**src/rtl/timer_pkg.sv**
```systemverilog
// -----------------------------------------------------------------------------
// timer_pkg
// Shared constants and types for the timer peripheral.
//   TIM_WIDTH    : default datapath width of prescaler, counter, PSC and ARR
//   TIM_PSC_RST  : default reset value of the PSC preload/active registers
//   TIM_ARR_RST  : default reset value of the ARR preload/active registers
//   tim_state_t  : timer control FSM states
// -----------------------------------------------------------------------------
package timer_pkg;

  localparam int unsigned TIM_WIDTH   = 16;
  localparam logic [15:0] TIM_PSC_RST = 16'h0000;
  localparam logic [15:0] TIM_ARR_RST = 16'hFFFF;

  typedef enum logic [1:0] {
    IDLE = 2'd0,
    RUN  = 2'd1,
    DONE = 2'd2
  } tim_state_t;

endpackage

```
**src/rtl/timer_prescaler.sv**
```systemverilog
// -----------------------------------------------------------------------------
// timer_prescaler
// Divides the clock by (psc_act_i + 1) while running and emits a one-cycle
// tick on the cycle the prescale count matches psc_act_i.
// Ports:
//   clk       : system clock
//   reset     : asynchronous active-low reset
//   psc_act_i : active prescaler value
//   run_i     : count this cycle
//   clear_i   : force the prescale count to zero (wins over run_i)
//   tick_o    : combinational tick, high on the wrap cycle
// -----------------------------------------------------------------------------
module timer_prescaler
  import timer_pkg::*;
#(
  parameter int unsigned WIDTH = TIM_WIDTH
) (
  input  logic             clk,
  input  logic             reset,
  input  logic [WIDTH-1:0] psc_act_i,
  input  logic             run_i,
  input  logic             clear_i,
  output logic             tick_o
);

  logic [WIDTH-1:0] psc_cnt_q;
  logic [WIDTH-1:0] psc_cnt_d;

  // A clear suppresses the tick so a forced update never doubles up with a
  // natural counter advance in the same cycle.
  assign tick_o = run_i && !clear_i && (psc_cnt_q == psc_act_i);

  always_comb begin
    psc_cnt_d = psc_cnt_q;
    if (clear_i) begin
      psc_cnt_d = '0;
    end else if (run_i) begin
      psc_cnt_d = tick_o ? '0 : psc_cnt_q + WIDTH'(1);
    end
  end

  always_ff @(posedge clk or negedge reset) begin
    if (!reset) begin
      psc_cnt_q <= '0;
    end else begin
      psc_cnt_q <= psc_cnt_d;
    end
  end

endmodule

```
**src/rtl/timer_unit.sv**
```systemverilog
// -----------------------------------------------------------------------------
// timer_unit
// Prescaled up-counter with auto-reload, PSC/ARR preload shadows, a sticky
// update flag and an interrupt request.
// Ports:
//   clk, reset     : system clock, asynchronous active-low reset
//   TIM_PSC/psc_wr : prescaler preload value and its write strobe
//   TIM_ARR/arr_wr : auto-reload preload value and its write strobe
//   cen            : counter enable (level)
//   opm            : one-pulse mode, latched when leaving IDLE
//   ug             : software forced update (ignored in DONE)
//   uie            : update interrupt enable
//   uif_clr        : clear the sticky update flag
//   cnt            : current counter value
//   uev            : registered one-cycle update-event pulse
//   uif            : sticky update flag
//   irq            : uif & uie
//   running        : FSM is in RUN
//   dbg_state_o    : current FSM state for observation
// Write strobes carry no handshake: a strobe high on a rising edge captures
// its data into the preload register on that edge, unconditionally.
// -----------------------------------------------------------------------------
module timer_unit
  import timer_pkg::*;
#(
  parameter int unsigned      WIDTH   = TIM_WIDTH,
  parameter logic [WIDTH-1:0] PSC_RST = WIDTH'(TIM_PSC_RST),
  parameter logic [WIDTH-1:0] ARR_RST = WIDTH'(TIM_ARR_RST)
) (
  input  logic             clk,
  input  logic             reset,
  input  logic [WIDTH-1:0] TIM_PSC,
  input  logic [WIDTH-1:0] TIM_ARR,
  input  logic             psc_wr,
  input  logic             arr_wr,
  input  logic             cen,
  input  logic             opm,
  input  logic             ug,
  input  logic             uie,
  input  logic             uif_clr,
  output logic [WIDTH-1:0] cnt,
  output logic             uev,
  output logic             uif,
  output logic             irq,
  output logic             running,
  output tim_state_t       dbg_state_o
);

  tim_state_t       state_q, state_d;
  logic             opm_q, opm_d;
  logic [WIDTH-1:0] psc_pre_q, psc_pre_d;
  logic [WIDTH-1:0] arr_pre_q, arr_pre_d;
  logic [WIDTH-1:0] psc_act_q, psc_act_d;
  logic [WIDTH-1:0] arr_act_q, arr_act_d;
  logic [WIDTH-1:0] cnt_q, cnt_d;
  logic             uev_q, uev_d;
  logic             uif_q, uif_d;

  logic run;
  logic tick;
  logic ug_evt;
  logic ovf;
  logic evt;
  logic psc_clear;

  // Counting only happens in RUN with the enable still high; the cycle in
  // which cen falls is the pause cycle and does not advance anything.
  assign run       = (state_q == RUN) && cen;
  assign ug_evt    = ug && (state_q != DONE);
  assign psc_clear = ug_evt || (state_q == DONE);

  timer_prescaler #(
    .WIDTH (WIDTH)
  ) u_prescaler (
    .clk       (clk),
    .reset     (reset),
    .psc_act_i (psc_act_q),
    .run_i     (run),
    .clear_i   (psc_clear),
    .tick_o    (tick)
  );

  // >= rather than == so a counter left above a lowered ARR still wraps.
  assign ovf = tick && (cnt_q >= arr_act_q);
  assign evt = ovf || ug_evt;

  // FSM next state
  always_comb begin
    state_d = state_q;
    opm_d   = opm_q;
    unique case (state_q)
      IDLE: begin
        if (cen) begin
          state_d = RUN;
          opm_d   = opm;
        end
      end
      RUN: begin
        if (!cen) begin
          state_d = IDLE;
        end else if (evt && opm_q) begin
          state_d = DONE;
        end
      end
      DONE: begin
        if (!cen) begin
          state_d = IDLE;
        end
      end
      default: state_d = IDLE;
    endcase
  end

  // Counter, shadows and flags
  always_comb begin
    psc_pre_d = psc_wr ? TIM_PSC : psc_pre_q;
    arr_pre_d = arr_wr ? TIM_ARR : arr_pre_q;

    // Active registers take the pre-write preload, so a write landing on an
    // event edge only takes effect at the following event.
    psc_act_d = psc_act_q;
    arr_act_d = arr_act_q;
    if (evt || (state_q == IDLE)) begin
      psc_act_d = psc_pre_q;
      arr_act_d = arr_pre_q;
    end

    cnt_d = cnt_q;
    if ((state_q == DONE) || ug_evt) begin
      cnt_d = '0;
    end else if (tick) begin
      cnt_d = ovf ? '0 : cnt_q + WIDTH'(1);
    end

    uev_d = evt;

    // Set has priority over clear.
    uif_d = uif_q;
    if (evt) begin
      uif_d = 1'b1;
    end else if (uif_clr) begin
      uif_d = 1'b0;
    end
  end

  always_ff @(posedge clk or negedge reset) begin
    if (!reset) begin
      state_q   <= IDLE;
      opm_q     <= 1'b0;
      psc_pre_q <= PSC_RST;
      arr_pre_q <= ARR_RST;
      psc_act_q <= PSC_RST;
      arr_act_q <= ARR_RST;
      cnt_q     <= '0;
      uev_q     <= 1'b0;
      uif_q     <= 1'b0;
    end else begin
      state_q   <= state_d;
      opm_q     <= opm_d;
      psc_pre_q <= psc_pre_d;
      arr_pre_q <= arr_pre_d;
      psc_act_q <= psc_act_d;
      arr_act_q <= arr_act_d;
      cnt_q     <= cnt_d;
      uev_q     <= uev_d;
      uif_q     <= uif_d;
    end
  end

  assign cnt         = cnt_q;
  assign uev         = uev_q;
  assign uif         = uif_q;
  assign irq         = uif_q & uie;
  assign running     = (state_q == RUN);
  assign dbg_state_o = state_q;

endmodule

```
**config.mk**
```make
export PLATFORM = sky130hd
export DESIGN_NAME = timer_unit
export DESIGN_NICKNAME = d
export VERILOG_FILES = /design/src/rtl/timer_pkg.sv /design/src/rtl/timer_prescaler.sv /design/src/rtl/timer_unit.sv
export SDC_FILE = /design/constraint.sdc
export NUM_CORES = 1
export LEC_CHECK = 0
export BUFFER_PORTS_ARGS = -buffer_cell sky130_fd_sc_hd__buf_2
export CORE_ASPECT_RATIO = 1.25
export CORE_MARGIN = 2
export CORE_UTILIZATION = 25
export DETAILED_ROUTE_END_ITERATION = 12
export PLACE_DENSITY = 0.44
export SLEW_MARGIN = 20
export SYNTH_ARGS = -nofsm -noshare
export SYNTH_HDL_FRONTEND = slang
export SYNTH_HIERARCHICAL = 1
export SYNTH_SLANG_ARGS = --single-unit
```
**constraint.sdc**
```tcl
create_clock -name clk -period 2.45 [get_ports clk]
set_input_delay 0.245 -clock clk [delete_from_list [all_inputs] [get_ports clk]]
set_output_delay 0.245 -clock clk [all_outputs]
set_load 0.02 [all_outputs]
```
==> metrics, run 1 <==
Peak Freq=around 390 MHz; Die Wd=between 100 and 150 um; CTS tree=built; DPL Wire Length=9.484 mm; nets=approximately 640; Post-synth top cells=dfrtp_1 (69), mux2_2 (35), nand2_1 (33); worst stage delay on the critical path=0.56 ns; Cells after Synth=about 460; most common cell in the netlist=dfrtp_1; vias in the first global route=~4,000; Worst Setup Path Type=reg -> reg; vias per std cell=4.504; endpoints failing hold=0; WL met1=~6.3 mm; Placed Cells=837; ys async rst share=100.0%; DR WL met2=roughly 6.3 mm; EDFF count, synth=0; Critical Path AT=between 2 and 3 ns; post-synthesis register bit count=just over 100; Iter 0 DRT Violations=about 190; Slew HR=between 60 and 70%; Setup WS pre-CTS=-0.1822 ns; FF-to-FF End=arr_act_q[11]$_DFFE_PN1P_; Antenna Nets Post-Route=0; R2R depth=9; Max Slew Vio Count=0; failing checks=negative setup slack; slowest CP cell=dfstp_2; leak pwr=~0.0032 uW; full die area=~22,000 um2; Synth area leaders=dfrtp_1 (33%), dfstp_2 (16%), mux2_4 (8.5%), mux2_2 (7.5%), ha_1 (4.3%); H-tree depth=3; # diodes=0; max cap viols=0; vias=a little under 4,000; overall power=4030 uW; Yosys top cell by area=dfrtp_1; largest net degree at the start of global routing=63; Clock Skew=slightly above 0.006 ns; Max Used Layer=met4; clk buf depth=2; final cell count without fillers=861; mapped cell area=5280 um2; Die H=between 150 and 200 um; RSZ-0062 raised after global routing=yes; initial core utilization=25.45%; area grow syn2layout=30.92%; Ports=63; GRT overflow=0; Unique masters post-synth=53; CP max FO=8; footprint of the multi-input gates=about 2700 um2; synthesized net count=between 500 and 600; Num CTS Buffers=9; setup ws final=-0.1061 ns; fin crit share=104.3%; share of the synthesized area in the top cell type=~33%; R2R setup slack=-0.11 ns; Final setup viols=32; routability cong.=~0.8; residual DRC count=0; reg-to-reg startpoint=arr_act_q[0]$_DFFE_PN1P_; critical path, cell by cell=ha_4 > nand2b_4 > a2111o_1 > a31oi_4 > a31oi_4 > a21oi_4 > buf_6 > buf_12 > mux2_4; Clock Tree Root=clkbuf_16; Critical Path Source=arr_act_q[0]$_DFFE_PN1P_; final worst path period need=roughly 2.6 ns; Syn Area/Cell=~12 um2; final WL=around 13 mm; type of the tightest min-delay check=in -> reg; initial antenna violation count=0; metal3 WL=331 um; worst vdd ir=~0.00033 V; Hold WS=0.1272 ns; layout cell share with drive strength beyond 1=approximately half; Total GRT Usage=12.31%; WL/cell=around 15 um; status=finished, violations left; CP startpoint kind=flop; most used cell, CP=a31oi_4; Setup crit end kind=flop; min-delay src=TIM_ARR[14]; port bufs=62; CP Data Required Time=roughly 2.7 ns; crit path to=arr_act_q[11]$_DFFE_PN1P_; post-synthesis sequential area ratio=~49%; final core area utilization=about a third; # rows=slightly below 60; FF/Latch Area=about 2600 um2; top_reg_cell synth=dfrtp_1; Worst-Margin Slew=roughly 0.57 ns; core footprint=approximately 21,000 um2; # clock sinks=slightly above 100; clock insertion delay at the later pin of the skew report=between 0.3 and 0.4 ns; pwr dens=a little under 600 nW/um2; Pre-Repair DR Iteration Count=8; fillcell total=roughly 2,100; yosys warns=6; first-pass GRT wire length=21.60 mm; CTS clk-pin slew, worst paths=roughly 0.070 ns
==> worst max-delay path, delay by kind of cell, from the launching register on <==
family / cells / cell delay, ns
buf+inv: 2 / 0.31
mux: 1 / 0.30
fa+ha+maj: 1 / 0.19
simple gates: 1 / 0.13
flops: 1 / 0.56
compound gates: 4 / 0.98
==> layout make-up <==
class | instances | area share, %
inverter | 23 | 1.249
clock inverter | 4 | 0.3439
timing repair buffer | 135 | 13.59
tap | 274 | 4.959
clock buffer | 12 | 3.421
sequential | 101 | 37.18
multi-input combinational | 312 | 39.26
==> worst min path at each step <==
stage / to / depth (start not counted)
after detailed placement: cnt[15]$_DFFE_PN0P_ / 1
after CTS: arr_pre_q[14]$_DFFE_PN1P_ / 2
final: arr_pre_q[14]$_DFFE_PN1P_ / 2
after floorplan: cnt[0]$_DFFE_PN0P_ / 0
after global routing: arr_pre_q[1]$_DFFE_PN1P_ / 2
after global placement: cnt[15]$_DFFE_PN0P_ / 1
==> where the power goes <==
group / switching, uW / total [uW] / leakage, uW / internal (uW)
clock: 632 / 1320 / 0.000132 / 691
sequential: 104 / 1980 / 0.00121 / 1880
combinational: 312 / 725 / 0.00184 / 413
==> stage by stage <==
stage | cell area, um2 | setup TNS (ns)
after detailed placement | 6366 | -5.295
after global routing | 6913 | -5.024
after CTS | 6842 | -3.465
after floorplan | 5338 | -0.00008815
final | 6913 | -2.366
after global placement | 6366 | -3.869
==> flip-flops by register name (all words and copies together), names as in the netlist <==
signal,count
cnt,16
opm_q,1
arr_act_q,16
uif,1
uev,1
arr_pre_q,16
psc_pre_q,16
psc_act_q,16
dbg_state_o,2
u_prescaler/psc_cnt_q,16
==> cell usage in the layout, fill, tap and decap left out, drive strengths merged, types with 16 or more instances in the layout <==
master / count
nand3: 19
nor2: 20
mux2: 65
dfstp: 32
buf: 134
a21oi: 22
xor2: 16
ha: 18
nand2: 33
dfrtp: 69
inv: 26
==> what timing repair did <==
| action | 4_1_cts | 5_1_grt |
|---|---|---|
| cloned | 2 | 0 |
| hold buffers | 1 | 0 |
| endpoints found under the hold margin | 21 | 0 |
| setup endpoints to repair | 45 | 48 |
| setup buffers | 5 | 2 |
| gates resized for setup | 22 | 24 |
| pin swaps | 9 | 14 |
==> cells by family (layout without fill, tap and decap cells) <==
kind of cell | count (synthesis) | after routing | share of synthesized area, %
compound gates | 64 | 64 | 8.223
xor+xnor | 16 | 16 | 2.654
fa+ha+maj | 18 | 18 | 4.265
buf+inv | 43 | 174 | 4.218
flops | 101 | 101 | 48.63
mux | 66 | 66 | 16.18
simple gates | 148 | 148 | 15.83
==> layer usage <==
| layer | track usage [%] | vias up |
|---|---|---|
| met5 | 0 | - |
| met4 | 4.903 | 0 |
| met3 | 1.461 | 13 |
| met2 | 19.98 | 76 |
| met1 | 16.70 | 1906 |
| li1 | - | 1883 |
No activity file was read; power rests on OpenSTA's default activity.
==> run 2: changes to the inputs <==
CORE_UTILIZATION = 50   (was 25)
PLACE_DENSITY = 0.75   (was 0.44)
==> run 2 against run 1 <==
The flow still finishes with violations (negative setup slack). Wire length is 5.0% lower. Worst setup slack better by 0.023 ns. Die area is 49% lower. Critical path type unchanged. Global-route usage is 11 points higher. Design area is 1.8% lower. Core utilization is 33 points higher. Combinational power is 2% higher. Non-clock buffer count is 2 lower. Clock skew hardly changed. Sequential share of layout area is 0.69 points higher. Power is 4.2% higher.
==> metrics, run 2 (synthesis gave the netlist of run 1 again) <==
status=finished, violations left (unchanged); failing checks=negative setup slack (unchanged); vias=4,036 (was 3,878); FF-to-FF End=arr_act_q[13]$_DFFE_PN1P_ (was arr_act_q[11]$_DFFE_PN1P_); reg-to-reg startpoint=arr_act_q[2]$_DFFE_PN1P_ (was arr_act_q[0]$_DFFE_PN1P_); Setup WS pre-CTS=-0.08607 ns (was -0.1822 ns); # rows=41 (was 59); # diodes=0 (unchanged); initial antenna violation count=0 (unchanged); Pre-Repair DR Iteration Count=5 (was 8); final cell count without fillers=714 (was 861); core footprint=10,210 um2 (was 20,740 um2); R2R depth=10 (was 9); most frequent cells in the layout=dfrtp_1 (67), buf_4 (63), buf_2 (61), mux2_2 (33) (was dfrtp_1 (67), buf_4 (64), buf_2 (61), mux2_2 (33)); Clock Tree Root=clkbuf_16 (unchanged); overall power=4198 uW (was 4030 uW); Worst Setup Path Type=reg -> reg (unchanged); max cap viols=0 (unchanged); Peak Freq=394.8 MHz (was 391.2 MHz); combinational power share=17.7% (was 18.0%); endpoints failing hold=0 (unchanged); setup ws final=-0.08302 ns (was -0.1061 ns); Clock Power Share=34.8% (was 32.8%); full die area=11,400 um2 (was 22,310 um2); Num CTS Buffers=9 (unchanged); CP max FO=8 (unchanged); Ports=63 (unchanged); leak pwr=0.003179 uW (was 0.003184 uW); worst stage delay on the critical path=0.55 ns (was 0.56 ns); Final setup viols=34 (was 32); H-tree depth=3 (unchanged); crit path to=arr_act_q[13]$_DFFE_PN1P_ (was arr_act_q[11]$_DFFE_PN1P_); Total GRT Usage=22.91% (was 12.31%); # clock sinks=101 (unchanged); type of the tightest min-delay check=in -> reg (unchanged); CP Data Required Time=2.73 ns (about the same); CTS clk-pin slew, worst paths=0.07 ns (about the same); Slew HR=61.42% (was 61.90%); most common cell after layout, fill and taps aside=dfrtp_1 (unchanged); fin crit share=103.4% (was 104.3%); residual DRC count=0 (unchanged); final worst path period need=2.533 ns (was 2.556 ns); switch share=26.02% (was 26.01%); Die Wd=95.92 um (was 134.0 um); Setup crit end kind=flop (unchanged); RSZ-0062 raised after global routing=yes (unchanged); Hold WS=0.1194 ns (was 0.1272 ns); pwr dens=618.6 nW/um2 (was 583.0 nW/um2); Critical Path Source=arr_act_q[2]$_DFFE_PN1P_ (was arr_act_q[0]$_DFFE_PN1P_); worst vdd ir=0.0005357 V (was 0.0003261 V); slowest CP cell=dfstp_2 (unchanged); R2R setup slack=-0.08 ns (was -0.11 ns); Antenna Nets Post-Route=0 (unchanged); critical path, cell by cell=inv_1 > ha_1 > o21ai_1 > a211oi_4 > a31oi_4 > a31oi_4 > a21oi_4 > buf_6 > buf_16 > mux2_4 (was ha_4 > nand2b_4 > a2111o_1 > a31oi_4 > a31oi_4 > a21oi_4 > buf_6 > buf_12 > mux2_4); CP top delay family=compound AO/OA/AOI/OAI gates (unchanged); sequential power share=47.5% (was 49.2%); most used cell, CP=a31oi_4 (unchanged); initial core utilization=51.72% (was 25.45%); port bufs=62 (unchanged); vias per std cell=5.653 (was 4.504); GRT overflow=0 (unchanged); vias in the first global route=4,038 (was 3,991); Placed Cells=682 (was 837); clock insertion delay at the later pin of the skew report=0.35 ns (about the same); WL/cell=17.51 um (was 15.28 um); CTS tree=built (unchanged); layout cell share with drive strength beyond 1=49.06% (was 48.55%); clk buf depth=2 (unchanged); largest net degree at the start of global routing=54 (was 63); Worst-Margin Slew=0.5766 ns (was 0.5694 ns); nets=639 (was 641); Max Slew Vio Count=0 (unchanged); DPL Wire Length=8.399 mm (was 9.484 mm); area grow syn2layout=28.53% (was 30.92%); CP Buf/Inv Count=3 (was 2); Die H=118.9 um (was 166.5 um); Int Pwr=3106 uW (was 2982 uW); routability cong.=0.8675 (was 0.7805); Iter 0 DRT Violations=231 (was 187); final WL=12.51 mm (was 13.16 mm); CP startpoint kind=flop (unchanged); Crit path depth=10 (was 9); Clock Skew=0.006233 ns (was 0.006127 ns); Sw Pwr=1092 uW (was 1048 uW); first-pass GRT wire length=20.12 mm (was 21.60 mm); Critical Path AT=2.81 ns (was 2.83 ns)
[run 2: timing repair]
item	in CTS	in global routing
pin swaps	4	16
gates resized for setup	17	29
hold buffers	1	0
hold endpoints to repair	17	0
setup endpoints to repair	38	49
gates cloned	2	0
buffers inserted	8	8
[run 2: how the worst min path moves through the flow]
| stage | cells after the start | to | slack (ns) | startpoint |
|---|---|---|---|---|
| floorplan | 0 | cnt[0]$_DFFE_PN0P_ | -0.05 | reset |
| global placement | 1 | cnt[5]$_DFFE_PN0P_ | 0.20 | reset |
| detailed placement | 1 | cnt[12]$_DFFE_PN0P_ | 0.21 | reset |
| CTS | 2 | arr_pre_q[6]$_DFFE_PN1P_ | 0.12 | TIM_ARR[6] |
| global route | 2 | psc_pre_q[9]$_DFFE_PN0P_ | 0.11 | TIM_PSC[9] |
| finish | 2 | psc_pre_q[5]$_DFFE_PN0P_ | 0.12 | TIM_PSC[5] |
[run 2: cell type report]
class | instances | area [um2]
Clock buffer | 10 | 229.0
Clock inverter | 6 | 71.32
Fill cell | 716 | 3422
Inverter | 23 | 86.33
Multi-Input combinational cell | 312 | 2749
Sequential cell | 101 | 2570
Tap cell | 129 | 161.4
Timing Repair Buffer | 133 | 919.6
[run 2: power by group through the flow]
stage	registers (uW)	logic (uW)	clock network, uW
final	1990	741	1460
after global routing	2010	806	1560
after CTS	1990	700	1480
after detailed placement	2020	621	0
after global placement	2000	595	0
after floorplan	1980	429	0
[run 2: metrics by stage]
step | utilization [%] | cell area [um2] | TNS [ns]
after CTS | 64.90 | 6625 | -1.766
final | 66.48 | 6787 | -1.441
after floorplan | - | 5338 | -0.00008815
after detailed placement | 59.85 | 6110 | -1.943
after global placement | 59.85 | 6110 | -1.181
after global routing | 66.48 | 6787 | -5.125
[run 2: routing by layer]
layer / GRT usage (%) / part of all wire (%)
met2: 35.80 / 49
met3: 3.795 / 4.8
met1: 31.56 / 44
met4: 9.375 / 2.8
met5: 0 / 0
==> run 3: changes to the inputs <==
CORE_MARGIN = unset   (was 2)
==> run 3 against run 2 <==
The run still ends with negative setup slack left. Power shrank 2.6%. Sequential power hardly changed. Largest cell class unchanged. Die area decreased by 3.7%. Maximum frequency shrank 0.18%.
==> metrics, run 3 (synthesis gave the netlist of run 1 again) <==
status=finished, violations left (unchanged); failing checks=negative setup slack (unchanged); Max Slew Vio Count=0 (unchanged); Setup crit end kind=flop (unchanged); initial antenna violation count=0 (unchanged); first-pass GRT wire length=18.92 mm (was 20.12 mm); metal3 WL=699 um (was 594 um); DPL Wire Length=7.834 mm (was 8.399 mm); nets=627 (was 639); CTS tree=built (unchanged); core footprint=10,160 um2 (was 10,210 um2); area grow syn2layout=26.82% (was 28.53%); pwr dens=610.5 nW/um2 (was 618.6 nW/um2); max cap viols=0 (unchanged); worst vdd ir=0.0008209 V (was 0.0005357 V); Final setup viols=28 (was 34); WL met1=5.160 mm (was 5.493 mm); GRT overflow=0 (unchanged); fillcell total=746 (was 716); CP max FO=8 (unchanged); overall power=4088 uW (was 4198 uW); type of the tightest min-delay check=in -> reg (unchanged); CP Data Required Time=2.69 ns (was 2.73 ns); Num CTS Buffers=9 (unchanged); routability cong.=0.8416 (was 0.8675); Peak Freq=394.1 MHz (was 394.8 MHz); Critical Path AT=2.78 ns (was 2.81 ns); WL/cell=16.95 um (was 17.51 um); fin crit share=103.6% (was 103.4%); Max Used Layer=met4 (unchanged); most frequent cells in the layout=dfrtp_1 (66), buf_2 (61), buf_4 (49), mux2_2 (33) (was dfrtp_1 (67), buf_4 (63), buf_2 (61), mux2_2 (33)); Total GRT Usage=22.52% (was 22.91%); # rows=41 (unchanged); vias=3,987 (was 4,036); critical path, cell by cell=ha_4 > nand2b_4 > a2111o_1 > a31oi_4 > a31oi_4 > a21oi_4 > buf_12 > buf_12 > mux2_4 (was inv_1 > ha_1 > o21ai_1 > a211oi_4 > a31oi_4 > a31oi_4 > a21oi_4 > buf_6 > buf_16 > mux2_4); final WL=11.90 mm (was 12.51 mm); DR WL met2=5.697 mm (was 6.072 mm); port bufs=62 (unchanged); Fin Setup TNS=-1.247 ns (was -1.441 ns); H-tree depth=3 (unchanged); setup ws final=-0.08746 ns (was -0.08302 ns); endpoints failing hold=0 (unchanged); # diodes=0 (unchanged); CTS clk-pin slew, worst paths=0.08 ns (was 0.07 ns); Worst Setup Path Type=reg -> reg (unchanged); residual DRC count=0 (unchanged); Die H=116.9 um (was 118.9 um); Slew HR=58.06% (was 61.42%); most common cell after layout, fill and taps aside=dfrtp_1 (unchanged); Antenna Nets Post-Route=0 (unchanged); largest net degree at the start of global routing=69 (was 54); Die Wd=93.92 um (was 95.92 um); Ports=63 (unchanged); clk buf depth=2 (unchanged); leak pwr=0.003134 uW (was 0.003179 uW); Worst-Margin Slew=0.6268 ns (was 0.5766 ns); final worst path period need=2.537 ns (was 2.533 ns); Clock Tree Root=clkbuf_16 (unchanged); CP startpoint kind=flop (unchanged); worst stage delay on the critical path=0.56 ns (was 0.55 ns); initial core utilization=51.98% (was 51.72%); vias in the first global route=3,870 (was 4,038); Iter 0 DRT Violations=266 (was 231); full die area=10,980 um2 (was 11,400 um2); slowest CP cell=dfstp_2 (unchanged); # clock sinks=101 (unchanged); vias per std cell=5.679 (was 5.653); layout cell share with drive strength beyond 1=48.34% (was 49.06%); clock insertion delay at the later pin of the skew report=0.35 ns (about the same); Pre-Repair DR Iteration Count=5 (unchanged); Clock Skew=0.01395 ns (was 0.006233 ns); RSZ-0062 raised after global routing=yes (unchanged)
-- run 3: area by class of cell --
cell class	instances	area, um2	share of cell area, %
Clock buffer	9	225.2	3.363
Clock inverter	7	81.33	1.214
Inverter	23	86.33	1.289
Multi-Input combinational cell	312	2698	40.28
Sequential cell	101	2571	38.40
Tap cell	129	161.4	2.410
Timing Repair Buffer	121	873.3	13.04
-- run 3: timing repair --
action	4_1_cts	5_1_grt
hold buffers	1	0
endpoints found under the setup margin	46	48
hold endpoints to repair	22	0
resized for setup	17	29
buffers inserted	6	4
pin swaps	10	15
cloned	2	1
-- run 3: final timing paths --
kind / from / end / slack (ns) / cells past startpoint
worst max-delay path: arr_act_q[0]$_DFFE_PN1P_ / psc_act_q[12]$_DFFE_PN0P_ / -0.09 / 9
worst min-delay path: TIM_PSC[9] / psc_pre_q[9]$_DFFE_PN0P_ / 0.12 / 2
worst max register to register: arr_act_q[0]$_DFFE_PN1P_ / psc_act_q[12]$_DFFE_PN0P_ / -0.09 / 9
worst min register to register: uif$_DFFE_PN0P_ / uif$_DFFE_PN0P_ / 0.50 / 1
max in group asynchronous: reset / arr_act_q[0]$_DFFE_PN1P_ / 1.32 / 3
min in group asynchronous: reset / cnt[12]$_DFFE_PN0P_ / 0.40 / 2
-- run 3: layer usage --
| metal | vias up | GRT usage, % |
|---|---|---|
| met4 | 0 | 7.795 |
| met5 | - | 0 |
| met3 | 38 | 4.457 |
| met2 | 154 | 36.16 |
| met1 | 1927 | 30.63 |
| li1 | 1868 | - |
-- run 3: power by group --
part	switching (uW)	internal [uW]
combinational	290	380
clock	696	732
sequential	112	1880
-- run 3: stage by stage --
| step | hold slack, ns | setup WS [ns] | utilization [%] | cell area (um2) | std cells |
|---|---|---|---|---|---|
| after detailed placement | 0.2304 | -0.1086 | 59.49 | 6042 | 673 |
| after global routing | 0.1158 | -0.2033 | 65.93 | 6696 | 702 |
| after global placement | 0.2221 | -0.08094 | 59.49 | 6042 | 673 |
| after floorplan | -0.05059 | -0.00008815 | - | 5338 | 456 |
| final | 0.1191 | -0.08746 | 65.93 | 6696 | 702 |
| after CTS | 0.1084 | -0.08336 | 64.57 | 6559 | 698 |
-- run 3: critical path: cells and delay by family, from the launching register on --
| family | cells | cell delay [ns] |
|---|---|---|
| buffers and inverters | 2 | 0.29 |
| adders and majority gates | 1 | 0.19 |
| and+or+nand+nor | 1 | 0.13 |
| AOI/OAI and AO/OA | 4 | 0.95 |
| muxes | 1 | 0.30 |
| DFF | 1 | 0.56 |
